File: src/rtl/dac_gain_ramp_pkg.sv
// Purpose: shared FSM state type and default parameters for the DAC gain ramp controller.
// Latency: n/a (types and constants only).
// Backpressure: n/a.
package dac_gain_ramp_pkg;

  typedef enum logic [1:0] {
    IDLE     = 2'd0,
    ISSUE    = 2'd1,
    WAIT_ACK = 2'd2,
    DWELL    = 2'd3
  } state_t;

  localparam int unsigned GAIN_WIDTH_DEF     = 8;
  localparam int unsigned GAIN_INIT_DEF      = 0;
  localparam int unsigned STEP_MAX_DEF       = 4;
  localparam int unsigned HOLD_CYCLES_DEF    = 1000;
  localparam int unsigned TIMEOUT_CYCLES_DEF = 4096;

  // Sizing helper for the shared wait/dwell counter.
  function automatic int unsigned max_u(input int unsigned a, input int unsigned b);
    return (a > b) ? a : b;
  endfunction

endpackage

File: src/rtl/dac_gain_ramp_ctrl.sv
// Purpose: steps the DAC gain toward a requested target in bounded increments with a dwell between updates.
// Latency: request strobe two cycles after a target capture when idle and enabled; one step per ack + HOLD_CYCLES.
// Backpressure: waits for the DAC updated strobe (bounded by TIMEOUT_CYCLES); no new step while dac_initdone is low.
module dac_gain_ramp_ctrl
  import dac_gain_ramp_pkg::*;
#(
  parameter int unsigned GAIN_WIDTH     = GAIN_WIDTH_DEF,
  parameter int unsigned GAIN_INIT      = GAIN_INIT_DEF,
  parameter int unsigned STEP_MAX       = STEP_MAX_DEF,
  parameter int unsigned HOLD_CYCLES    = HOLD_CYCLES_DEF,
  parameter int unsigned TIMEOUT_CYCLES = TIMEOUT_CYCLES_DEF
) (
  input  logic                  clk,
  input  logic                  areset_n,
  input  logic                  enable,
  input  logic                  dac_initdone,
  input  logic [GAIN_WIDTH-1:0] target_gain,
  input  logic                  target_valid,
  input  logic                  clear_err,
  output logic [GAIN_WIDTH-1:0] dac_data_in,
  output logic                  dac_data_in_valid_stb,
  input  logic                  dac_data_in_updated_stb,
  output logic [GAIN_WIDTH-1:0] current_gain,
  output logic                  ramp_busy,
  output logic                  timeout_err
);

  // Parameter legality is enforced at elaboration.
  if (GAIN_WIDTH != 8) begin : g_bad_gain_width
    $error("dac_gain_ramp_ctrl: GAIN_WIDTH must be 8");
  end
  if (STEP_MAX < 1 || STEP_MAX > 255) begin : g_bad_step_max
    $error("dac_gain_ramp_ctrl: STEP_MAX must be in 1..255");
  end
  if (HOLD_CYCLES < 1) begin : g_bad_hold
    $error("dac_gain_ramp_ctrl: HOLD_CYCLES must be at least 1");
  end
  if (TIMEOUT_CYCLES < 2) begin : g_bad_timeout
    $error("dac_gain_ramp_ctrl: TIMEOUT_CYCLES must be at least 2");
  end

  // One counter serves both the ack wait and the dwell; it counts down to zero from N-1.
  localparam int unsigned CNT_MAX = max_u(HOLD_CYCLES, TIMEOUT_CYCLES);
  localparam int unsigned CNT_W   = $clog2(CNT_MAX);

  localparam logic [GAIN_WIDTH-1:0] INIT_G    = GAIN_WIDTH'(GAIN_INIT);
  localparam logic [GAIN_WIDTH-1:0] STEP_G    = GAIN_WIDTH'(STEP_MAX);
  localparam logic [CNT_W-1:0]      TO_LOAD   = CNT_W'(TIMEOUT_CYCLES - 1);
  localparam logic [CNT_W-1:0]      HOLD_LOAD = CNT_W'(HOLD_CYCLES - 1);
  localparam logic [CNT_W-1:0]      CNT_ONE   = CNT_W'(1);

  logic [1:0] rst_sync_q;
  logic       rst_n;

  state_t                  state_q, state_d;
  logic [CNT_W-1:0]        cnt_q, cnt_d;
  logic [GAIN_WIDTH-1:0]   tgt_q, tgt_d;
  logic [GAIN_WIDTH-1:0]   next_q, next_d;
  logic [GAIN_WIDTH-1:0]   cur_q, cur_d;
  logic [GAIN_WIDTH-1:0]   dac_q, dac_d;
  logic                    stb_q, stb_d;
  logic                    err_q, err_d;
  logic                    busy_q, busy_d;

  logic                    step_up;
  logic [GAIN_WIDTH-1:0]   step_diff;
  logic [GAIN_WIDTH-1:0]   step_size;
  logic [GAIN_WIDTH-1:0]   step_gain;

  // Reset asserts immediately but releases only on a clock edge.
  always_ff @(posedge clk or negedge areset_n) begin
    if (!areset_n) begin
      rst_sync_q <= 2'b00;
    end else begin
      rst_sync_q <= {rst_sync_q[0], 1'b1};
    end
  end

  assign rst_n = rst_sync_q[1];

  // Next gain: move toward the target by at most STEP_MAX, never past it.
  always_comb begin
    step_up   = tgt_q > cur_q;
    step_diff = step_up ? (tgt_q - cur_q) : (cur_q - tgt_q);
    step_size = (step_diff < STEP_G) ? step_diff : STEP_G;
    step_gain = step_up ? (cur_q + step_size) : (cur_q - step_size);
  end

  // FSM next-state and register updates; ack beats timeout, timeout beats clear_err.
  always_comb begin
    state_d = state_q;
    cnt_d   = cnt_q;
    next_d  = next_q;
    cur_d   = cur_q;
    dac_d   = dac_q;
    stb_d   = 1'b0;
    err_d   = err_q;
    tgt_d   = target_valid ? target_gain : tgt_q;

    if (clear_err) begin
      err_d = 1'b0;
    end

    case (state_q)
      IDLE: begin
        if (enable && dac_initdone && (tgt_q != cur_q)) begin
          next_d  = step_gain;
          dac_d   = step_gain;
          stb_d   = 1'b1;
          state_d = ISSUE;
        end
      end
      ISSUE: begin
        cnt_d   = TO_LOAD;
        state_d = WAIT_ACK;
      end
      WAIT_ACK: begin
        if (dac_data_in_updated_stb) begin
          cur_d   = next_q;
          cnt_d   = HOLD_LOAD;
          state_d = DWELL;
        end else if (cnt_q == '0) begin
          err_d   = 1'b1;
          state_d = IDLE;
        end else begin
          cnt_d = cnt_q - CNT_ONE;
        end
      end
      DWELL: begin
        if (cnt_q == '0) begin
          state_d = IDLE;
        end else begin
          cnt_d = cnt_q - CNT_ONE;
        end
      end
      default: begin
        state_d = IDLE;
      end
    endcase

    busy_d = (state_d != IDLE) || (tgt_d != cur_d);
  end

  // State and output registers.
  always_ff @(posedge clk or negedge rst_n) begin
    if (!rst_n) begin
      state_q <= IDLE;
      cnt_q   <= '0;
      tgt_q   <= INIT_G;
      next_q  <= INIT_G;
      cur_q   <= INIT_G;
      dac_q   <= INIT_G;
      stb_q   <= 1'b0;
      err_q   <= 1'b0;
      busy_q  <= 1'b0;
    end else begin
      state_q <= state_d;
      cnt_q   <= cnt_d;
      tgt_q   <= tgt_d;
      next_q  <= next_d;
      cur_q   <= cur_d;
      dac_q   <= dac_d;
      stb_q   <= stb_d;
      err_q   <= err_d;
      busy_q  <= busy_d;
    end
  end

  assign dac_data_in           = dac_q;
  assign dac_data_in_valid_stb = stb_q;
  assign current_gain          = cur_q;
  assign ramp_busy             = busy_q;
  assign timeout_err           = err_q;

endmodule

File: config.mk
export PLATFORM = sky130hd
export DESIGN_NAME = dac_gain_ramp_ctrl
export DESIGN_NICKNAME = d
export VERILOG_FILES = /design/src/rtl/dac_gain_ramp_pkg.sv /design/src/rtl/dac_gain_ramp_ctrl.sv
export SDC_FILE = /design/constraint.sdc
export NUM_CORES = 1
export LEC_CHECK = 0
export ABC_CLOCK_PERIOD_IN_PS = 3500
export CAP_MARGIN = 10
export CORE_ASPECT_RATIO = 1.5
export CORE_MARGIN = 4
export CORE_UTILIZATION = 32
export CTS_CLUSTER_DIAMETER = 100
export CTS_CLUSTER_SIZE = 25
export DETAILED_ROUTE_END_ITERATION = 10
export PLACE_DENSITY = 0.57
export SLEW_MARGIN = 20
export SYNTH_ARGS = -nofsm -noshare
export SYNTH_HDL_FRONTEND = slang
export SYNTH_SLANG_ARGS = --single-unit
export TNS_END_PERCENT = 50
File: constraint.sdc
create_clock -name clk -period 3.5 [get_ports clk]
set_input_delay 0.7 -clock clk [delete_from_list [all_inputs] [get_ports clk]]
set_output_delay 0.7 -clock clk [all_outputs]
set_load 0.005 [all_outputs]
==> flow_summary.json, run 1 <==
{
  "gp_congestion": 0.891,
  "synthCells": 328,
  "drv_cap": 0,
  "synth_seq_cells": 43,
  "layout_min_cycle_time_ns": 4.31,
  "ys.warnings.count": 0,
  "fp.dieW_um": 87.0,
  "status": "finished with violations",
  "grtUsageTotal_pct": 15.4,
  "ys_seq_area_share_pct": 35.9,
  "core_um2": 9200,
  "cellLeakagePower_uw": 0.00204,
  "vias_per_cell": 4.98,
  "synth_area_per_cell_um2": 9.14,
  "ff2ff_path_depth": 24,
  "clockRootBuffer": "clkbuf_16",
  "worstPathCellList": "inv_2 -> ha_4 -> inv_2 -> fa_2 -> nand3_4 -> a21oi_4 -> o21a_4 -> buf_12 -> mux2i_4 -> a21o_1 -> a211oi_2 -> nand2_2 -> or2_4 -> ha_4 -> a21oi_4 -> ha_1 -> a21o_1 -> a21o_1 -> a21o_1 -> nand2_2 -> a21oi_2 -> xnor2_2 -> xnor2_1 -> o21ai_1",
  "pin_count": 34,
  "fin_ws_ns": -0.810,
  "startpoint_type": "flop",
  "htreeDepth": 2,
  "synth_cell_types": 52,
  "firstDrtPassIters": 4,
  "syn-num-nets": 370,
  "async_reset_ff_share_pct": 100,
  "area_growth_pct": 45.2,
  "grt_pass1_vias": 2877,
  "hold_path_depth": 0,
  "drc": 0,
  "synth-main-ff-cell": "dfrtp_1",
  "crit_required_ns": 3.67,
  "violations": "negative setup slack",
  "vdd_drop_max_uv": 391,
  "post_drt_wl_per_cell_um": 15.0,
  "die-area_um2": 11000,
  "finalHoldViolCount": 0,
  "max_slew.worst_pin.slew_ns": 0.894,
  "port_buffers": 33,
  "clock_path_buffers": 2,
  "pwr_density_cell_nw_per_um2": 360,
  "stdcell_count": 545,
  "grt_pass1_wl_mm": 13.3,
  "vias": 2715,
  "grt_max_degree": 42,
  "crit_top_cell": "a21o_1",
  "post-dp-hpwl_mm": 6.41,
  "cts_sinks": 43,
  "start_util_pct": 32.6,
  "end_kind": "flop",
  "rsz0062_at_grt": "yes",
  "period_share_pct": 123,
  "first_iter_violations": 99,
  "antenna_found_initial": 0,
  "timing.fmax_ghz": 0.232,
  "clkTransAtPathRegs_ns": 0.06,
  "min-delay-path-class": "flop to flop",
  "holdPathEnd": "rst_sync_q[1]",
  "cts_buffers": 5,
  "relSlewSlack_pct": 40.4,
  "maxSlewViolCount": 0,
  "worstPathArrival_ns": 4.48,
  "holdBufCountCts": 0,
  "min-delay-start": "rst_sync_q[0]",
  "synth_area_um2": 3000,
  "post-place-ws_ns": -1.00,
  "drive_gt1_share_pct": 30.9,
  "cts_tree": "done",
  "cpMaxStageDelayCell": "dfrtp_1",
  "nFillCells": 861,
  "setup_violations": 7,
  "place_inst": 528,
  "critPathKind": "flop to flop",
  "final_nets": 475,
  "detail_route.wirelength_mm": 8.18,
  "insertion_delay_ns": 0.28,
  "num_rows": 43,
  "skew_ns": 0.00266,
  "crit_family": "compound AO/OA/AOI/OAI gates",
  "antenna_cells": 0,
  "cp_num_buf_inv": 3,
  "r2r_end": "dac_data_in[7]",
  "reg2reg_from": "tgt_q[0]",
  "grt-ovfl-total": 0,
  "route.antenna.remaining_nets": 0,
  "reg2reg_slack_ns": -0.81,
  "cp_max_fo": 6,
  "synth_edf_count": 0,
  "fp.dieH_um": 127,
  "max_stage_delay_ns": 0.38
}
metal layers:
| layer | track usage [%] | share of wire (%) |
|---|---|---|
| met3 | 2.14 | 2.7 |
| met2 | 28.5 | 55 |
| met5 | 0 | 0 |
| met1 | 16.3 | 38 |
| met4 | 8.72 | 4.5 |
registers in the layout, indices dropped and copies added, names as in the netlist:
name and count:
cnt_q 12, current_gain 8, dac_data_in 8, dac_data_in_valid_stb 1, ramp_busy 1, rst_sync_q 2, state_q 2, tgt_q 8
timeout_err 1
layout by cell type, fill, tap and decap left out, types with 3 or more instances in the layout:
master           instances
clkdlybuf4s50_1         33
o21ai_0                 16
inv_1                   26
dfrtp_1                 42
ha_1                    19
nand3_1                  6
mux2i_1                  3
a21oi_1                 10
nor2_1                  13
buf_4                   71
clkbuf_16                5
xor2_1                   9
xnor2_2                  5
nor4_1                   4
a21o_1                  13
nand2b_1                 4
mux2_2                   9
a21oi_2                  5
xnor2_1                 10
o21ai_1                  5
nor2b_1                  3
inv_2                    5
nand2_1                 39
nor3_1                  11
fa_2                     3
or3_1                    5
ha_4                     5
Yosys cell counts (all sizes together) (2+ instances only):
| library cell | instances | area (um^2) |
|---|---|---|
| dfrtp | 43 | 1080 |
| and4 | 2 | 17.5 |
| o21a | 3 | 22.5 |
| nor3 | 11 | 55.1 |
| nand4 | 2 | 12.5 |
| mux2 | 11 | 124 |
| ha | 24 | 300 |
| a21o | 13 | 97.6 |
| nand2 | 41 | 156 |
| clkbuf | 5 | 18.8 |
| nand3b | 2 | 15.0 |
| xnor2 | 15 | 131 |
| or2 | 2 | 15.0 |
| nand3 | 7 | 35.0 |
| or3 | 5 | 31.3 |
| fa | 3 | 60.1 |
| mux2i | 4 | 40.0 |
| buf | 4 | 32.5 |
| or4 | 2 | 15.0 |
| nor2 | 15 | 56.3 |
| o31a | 2 | 17.5 |
| a31oi | 3 | 25.0 |
| nor4 | 5 | 46.3 |
| nand2b | 5 | 31.3 |
| inv | 31 | 116 |
| a21oi | 17 | 85.1 |
| nor2b | 3 | 18.8 |
| xor2 | 9 | 78.8 |
| a221oi | 2 | 17.5 |
| and3 | 2 | 12.5 |
| o21ai | 23 | 123 |
per-stage QoR:
stage | hold WS, ns | utilization [%] | area [um^2] | TNS [ns] | power [uW]
after global routing | 0.371 | 47.3 | 4350 | -5.12 | 1660
after global placement | 0.340 | 42.7 | 3930 | -4.14 | 1050
after floorplan | 0.331 | - | 3030 | -3.72 | 891
after CTS | 0.358 | 45.9 | 4230 | -4.39 | 1570
final | 0.355 | 47.3 | 4350 | -3.66 | 1570
after detailed placement | 0.337 | 42.7 | 3930 | -4.91 | 1060
report_power, final:
group	internal [uW]	switching, uW
clock network	278	181
logic	275	238
registers	546	49.3
how the worst max path moves through the flow:
| stage | start | to | slack, ns | cells past startpoint |
|---|---|---|---|---|
| finish | tgt_q[0] | dac_data_in[7] | -0.81 | 24 |
| floorplan | current_gain[5] | dac_data_in[7] | -0.90 | 23 |
| global placement | tgt_q[0] | dac_data_in[7] | -0.88 | 24 |
| detailed placement | tgt_q[0] | dac_data_in[7] | -1.00 | 24 |
| global route | current_gain[3] | dac_data_in[7] | -1.03 | 22 |
| CTS | tgt_q[0] | dac_data_in[7] | -0.90 | 24 |
cell families (layout without fill, tap and decap cells):
kind of cell             Yosys count  after routing  share of synthesized area [%]
XOR/XNOR                          24             24                           7.01
AND/OR/NAND/NOR                  106            106                           17.8
other                              1              1                          0.125
AO/OA/AOI/OAI                     72             72                           16.1
flip-flops                        43             43                           35.9
buffers and inverters             40            145                           5.59
multiplexers                      15             15                           5.47
adder cells (fa/ha/maj)           27             27                           12.0
timing repair:
action | CTS | global route
endpoints found under the setup margin | 7 | 7
buffers inserted | 5 | 5
gates resized for setup | 25 | 16
pin swaps | 25 | 22
endpoints found under the hold margin | 0 | 0
cloned | 0 | 0
final cells by class:
class | count | area (um^2) | share of cell area (%)
Multi-Input combinational cell | 245 | 1970 | 45.2
Sequential cell | 43 | 1080 | 24.8
Tap cell | 112 | 140 | 3.22
Clock inverter | 1 | 5.00 | 0.115
Inverter | 31 | 116 | 2.67
Clock buffer | 6 | 139 | 3.19
Timing Repair Buffer | 107 | 906 | 20.8
No activity file was read; power rests on OpenSTA's default activity.
==> run 2: changes to the inputs <==
--- a/config.mk
+++ b/config.mk
@@ -7,5 +7,4 @@
 export LEC_CHECK = 0
 export ABC_CLOCK_PERIOD_IN_PS = 3500
-export CAP_MARGIN = 10
 export CORE_ASPECT_RATIO = 1.5
 export CORE_MARGIN = 4
==> constraint.sdc (replaced) <==
create_clock -name clk -period 3.5 [get_ports clk]
set_input_delay 0.7 -clock clk [delete_from_list [all_inputs] [get_ports clk]]
set_output_delay 0.7 -clock clk [all_outputs]
set_load 0.05 [all_outputs]
==> run 2 against run 1 <==
Effect of this change: global-route usage up 0.33 points; maximum frequency up 0.45%; the flow still finishes with violations (negative setup slack); sequential cell count unchanged; hold slack worse by 0.0014 ns; cell area up 2.4%; non-clock buffer count up 3; clock power up 19%; sequential share of layout area down 0.39 points.
==> flow_summary.json, run 2 (synthesis results as in run 1) <==
{
  "maxSlewViolCount": 0,
  "first_iter_violations": 69,
  "antenna_cells": 0,
  "seq_power_share_pct": 35.7,
  "crit_start": "current_gain[5]",
  "status": "finished with violations",
  "swShare_pct": 29.2,
  "vias": 2773,
  "crit_required_ns": 3.67,
  "detail_route.wirelength_mm": 8.56,
  "multiInputGateArea_um2": 2020,
  "layout_min_cycle_time_ns": 4.29,
  "largest_reg_flops": 12,
  "route.antenna.remaining_nets": 0,
  "drv_cap": 0,
  "pwr_density_cell_nw_per_um2": 375,
  "register_area_um2": 1090,
  "clock_power_share_pct": 32.6,
  "relSlewSlack_pct": 39.3,
  "final_cell_mix": "74 x buf_4, 37 x nand2_1, 35 x dfrtp_1",
  "violations": "negative setup slack",
  "grtUsageTotal_pct": 15.8,
  "skew_ns": 0.00265,
  "grt_pass1_wl_mm": 13.8,
  "end_kind": "flop",
  "rsz0062_at_grt": "yes",
  "fin_area_um2": 4460,
  "whs_ns": 0.353,
  "htreeDepth": 2,
  "min-delay-path-class": "flop to flop",
  "final_nets": 478,
  "power_switching_uw": 488,
  "reg2reg_from": "current_gain[5]",
  "cp_max_fo": 6,
  "drc": 0,
  "finalHoldViolCount": 0,
  "clkTransAtPathRegs_ns": 0.06,
  "comb_power_share_pct": 31.7,
  "worstPathArrival_ns": 4.46,
  "num_rows": 43,
  "post_drt_wl_per_cell_um": 15.6,
  "placed_area_um2": 3950,
  "min-delay-start": "rst_sync_q[0]",
  "r2r_end": "dac_data_in[7]",
  "ff2ff_path_depth": 22,
  "pin_count": 34,
  "vdd_drop_max_uv": 423,
  "cts_buffers": 5,
  "gp_congestion": 0.862,
  "port_buffers": 33,
  "regMostFlops": "cnt_q",
  "cts_tree": "done",
  "post-dp-hpwl_mm": 6.64,
  "antenna_found_initial": 0,
  "timing.fmax_ghz": 0.233,
  "critPathKind": "flop to flop",
  "vias_per_cell": 5.05,
  "fp.dieW_um": 87.0,
  "firstDrtPassIters": 4,
  "reg2reg_slack_ns": -0.79,
  "fp.dieH_um": 127,
  "cp-endpoint": "dac_data_in[7]",
  "startpoint_type": "flop",
  "final_common_cell": "buf_4",
  "fin_ws_ns": -0.791,
  "nFillCells": 834,
  "area_growth_pct": 48.7,
  "core_um2": 9200,
  "cts_sinks": 43,
  "cellLeakagePower_uw": 0.00206,
  "start_util_pct": 32.6,
  "grt_max_degree": 42,
  "grt_pass1_vias": 2884,
  "grt-ovfl-total": 0,
  "clock_path_buffers": 2,
  "period_share_pct": 123,
  "insertion_delay_ns": 0.28,
  "setup_violations": 7,
  "max_slew.worst_pin.slew_ns": 0.911,
  "clockRootBuffer": "clkbuf_16",
  "die-area_um2": 11000,
  "drive_gt1_share_pct": 35.7,
  "p_int_uw": 1180
}
==> run 2: power by group through the flow <==
| stage | Clock [uW] | Sequential, uW | Combinational, uW |
|---|---|---|---|
| floorplan | 0 | 589 | 302 |
| global placement | 0 | 601 | 452 |
| detailed placement | 0 | 604 | 458 |
| CTS | 554 | 595 | 479 |
| global route | 583 | 606 | 581 |
| finish | 544 | 597 | 530 |
==> run 2: worst min-delay path by stage <==
stage	to	slack (ns)	depth (start not counted)
2_1_floorplan	rst_sync_q[1]	0.33	0
3_3_place_gp	rst_sync_q[1]	0.34	0
3_5_place_dp	rst_sync_q[1]	0.34	0
4_1_cts	rst_sync_q[1]	0.36	0
5_1_grt	rst_sync_q[1]	0.38	0
6_report	rst_sync_q[1]	0.35	0
==> run 2: critical path: stages, from the launching register on <==
cell and delay [ns]:
dfrtp_2 0.41, inv_2 0.07, ha_4 0.19, a211o_1 0.26
a21o_1 0.21, o21a_4 0.28, buf_6 0.14, a221oi_4 0.21
a21oi_2 0.08, nor4_4 0.31, nand2_2 0.10, or2_4 0.26
ha_4 0.24, a21oi_4 0.16, ha_4 0.22, a21o_1 0.15
a21o_1 0.19, a21o_1 0.16, nand2_2 0.08, a21oi_2 0.05
xnor2_1 0.20, xnor2_1 0.14, o21ai_1 0.07
==> run 2: final cells by class <==
type	instances	area share, %
Sequential cell	43	24.4
Inverter	31	2.61
Clock buffer	6	3.12
Timing Repair Buffer	110	20.6
Multi-Input combinational cell	245	45.4
Tap cell	112	3.14
Clock inverter	2	0.786
==> run 2: per-layer routing <==
layer / global-route usage (%) / vias up / wire length [um]
li1: - / 1354 / -
met3: 2.27 / 24 / 248
met2: 29.7 / 54 / 4670
met5: 0 / - / 0
met1: 16.6 / 1341 / 3230
met4: 7.61 / 0 / 405
==> run 2: per-stage QoR <==
step | TNS, ns | instances | util [%] | setup WS (ns) | total power, uW
2_1_floorplan | -4.87 | 328 | - | -1.07 | 891
4_1_cts | -4.67 | 542 | 45.8 | -0.931 | 1630
3_5_place_dp | -5.27 | 529 | 42.9 | -1.06 | 1060
5_1_grt | -4.87 | 549 | 48.5 | -0.981 | 1770
3_3_place_gp | -4.38 | 529 | 42.9 | -0.906 | 1050
6_report | -3.61 | 549 | 48.5 | -0.791 | 1670
==> run 2: what timing repair did <==
item | in CTS | in global routing
setup endpoints to repair | 7 | 7
hold buffers | 0 | 0
hold endpoints to repair | 0 | 0
pin swaps | 22 | 20
setup buffers | 5 | 7
gates resized for setup | 18 | 37
==> run 3: changes to the inputs <==
Settings changed: ABC_CLOCK_PERIOD_IN_PS 3500 to unset.
==> results of run 3 <==
The final DEF is identical to that of run 2; final timing and power are the same.
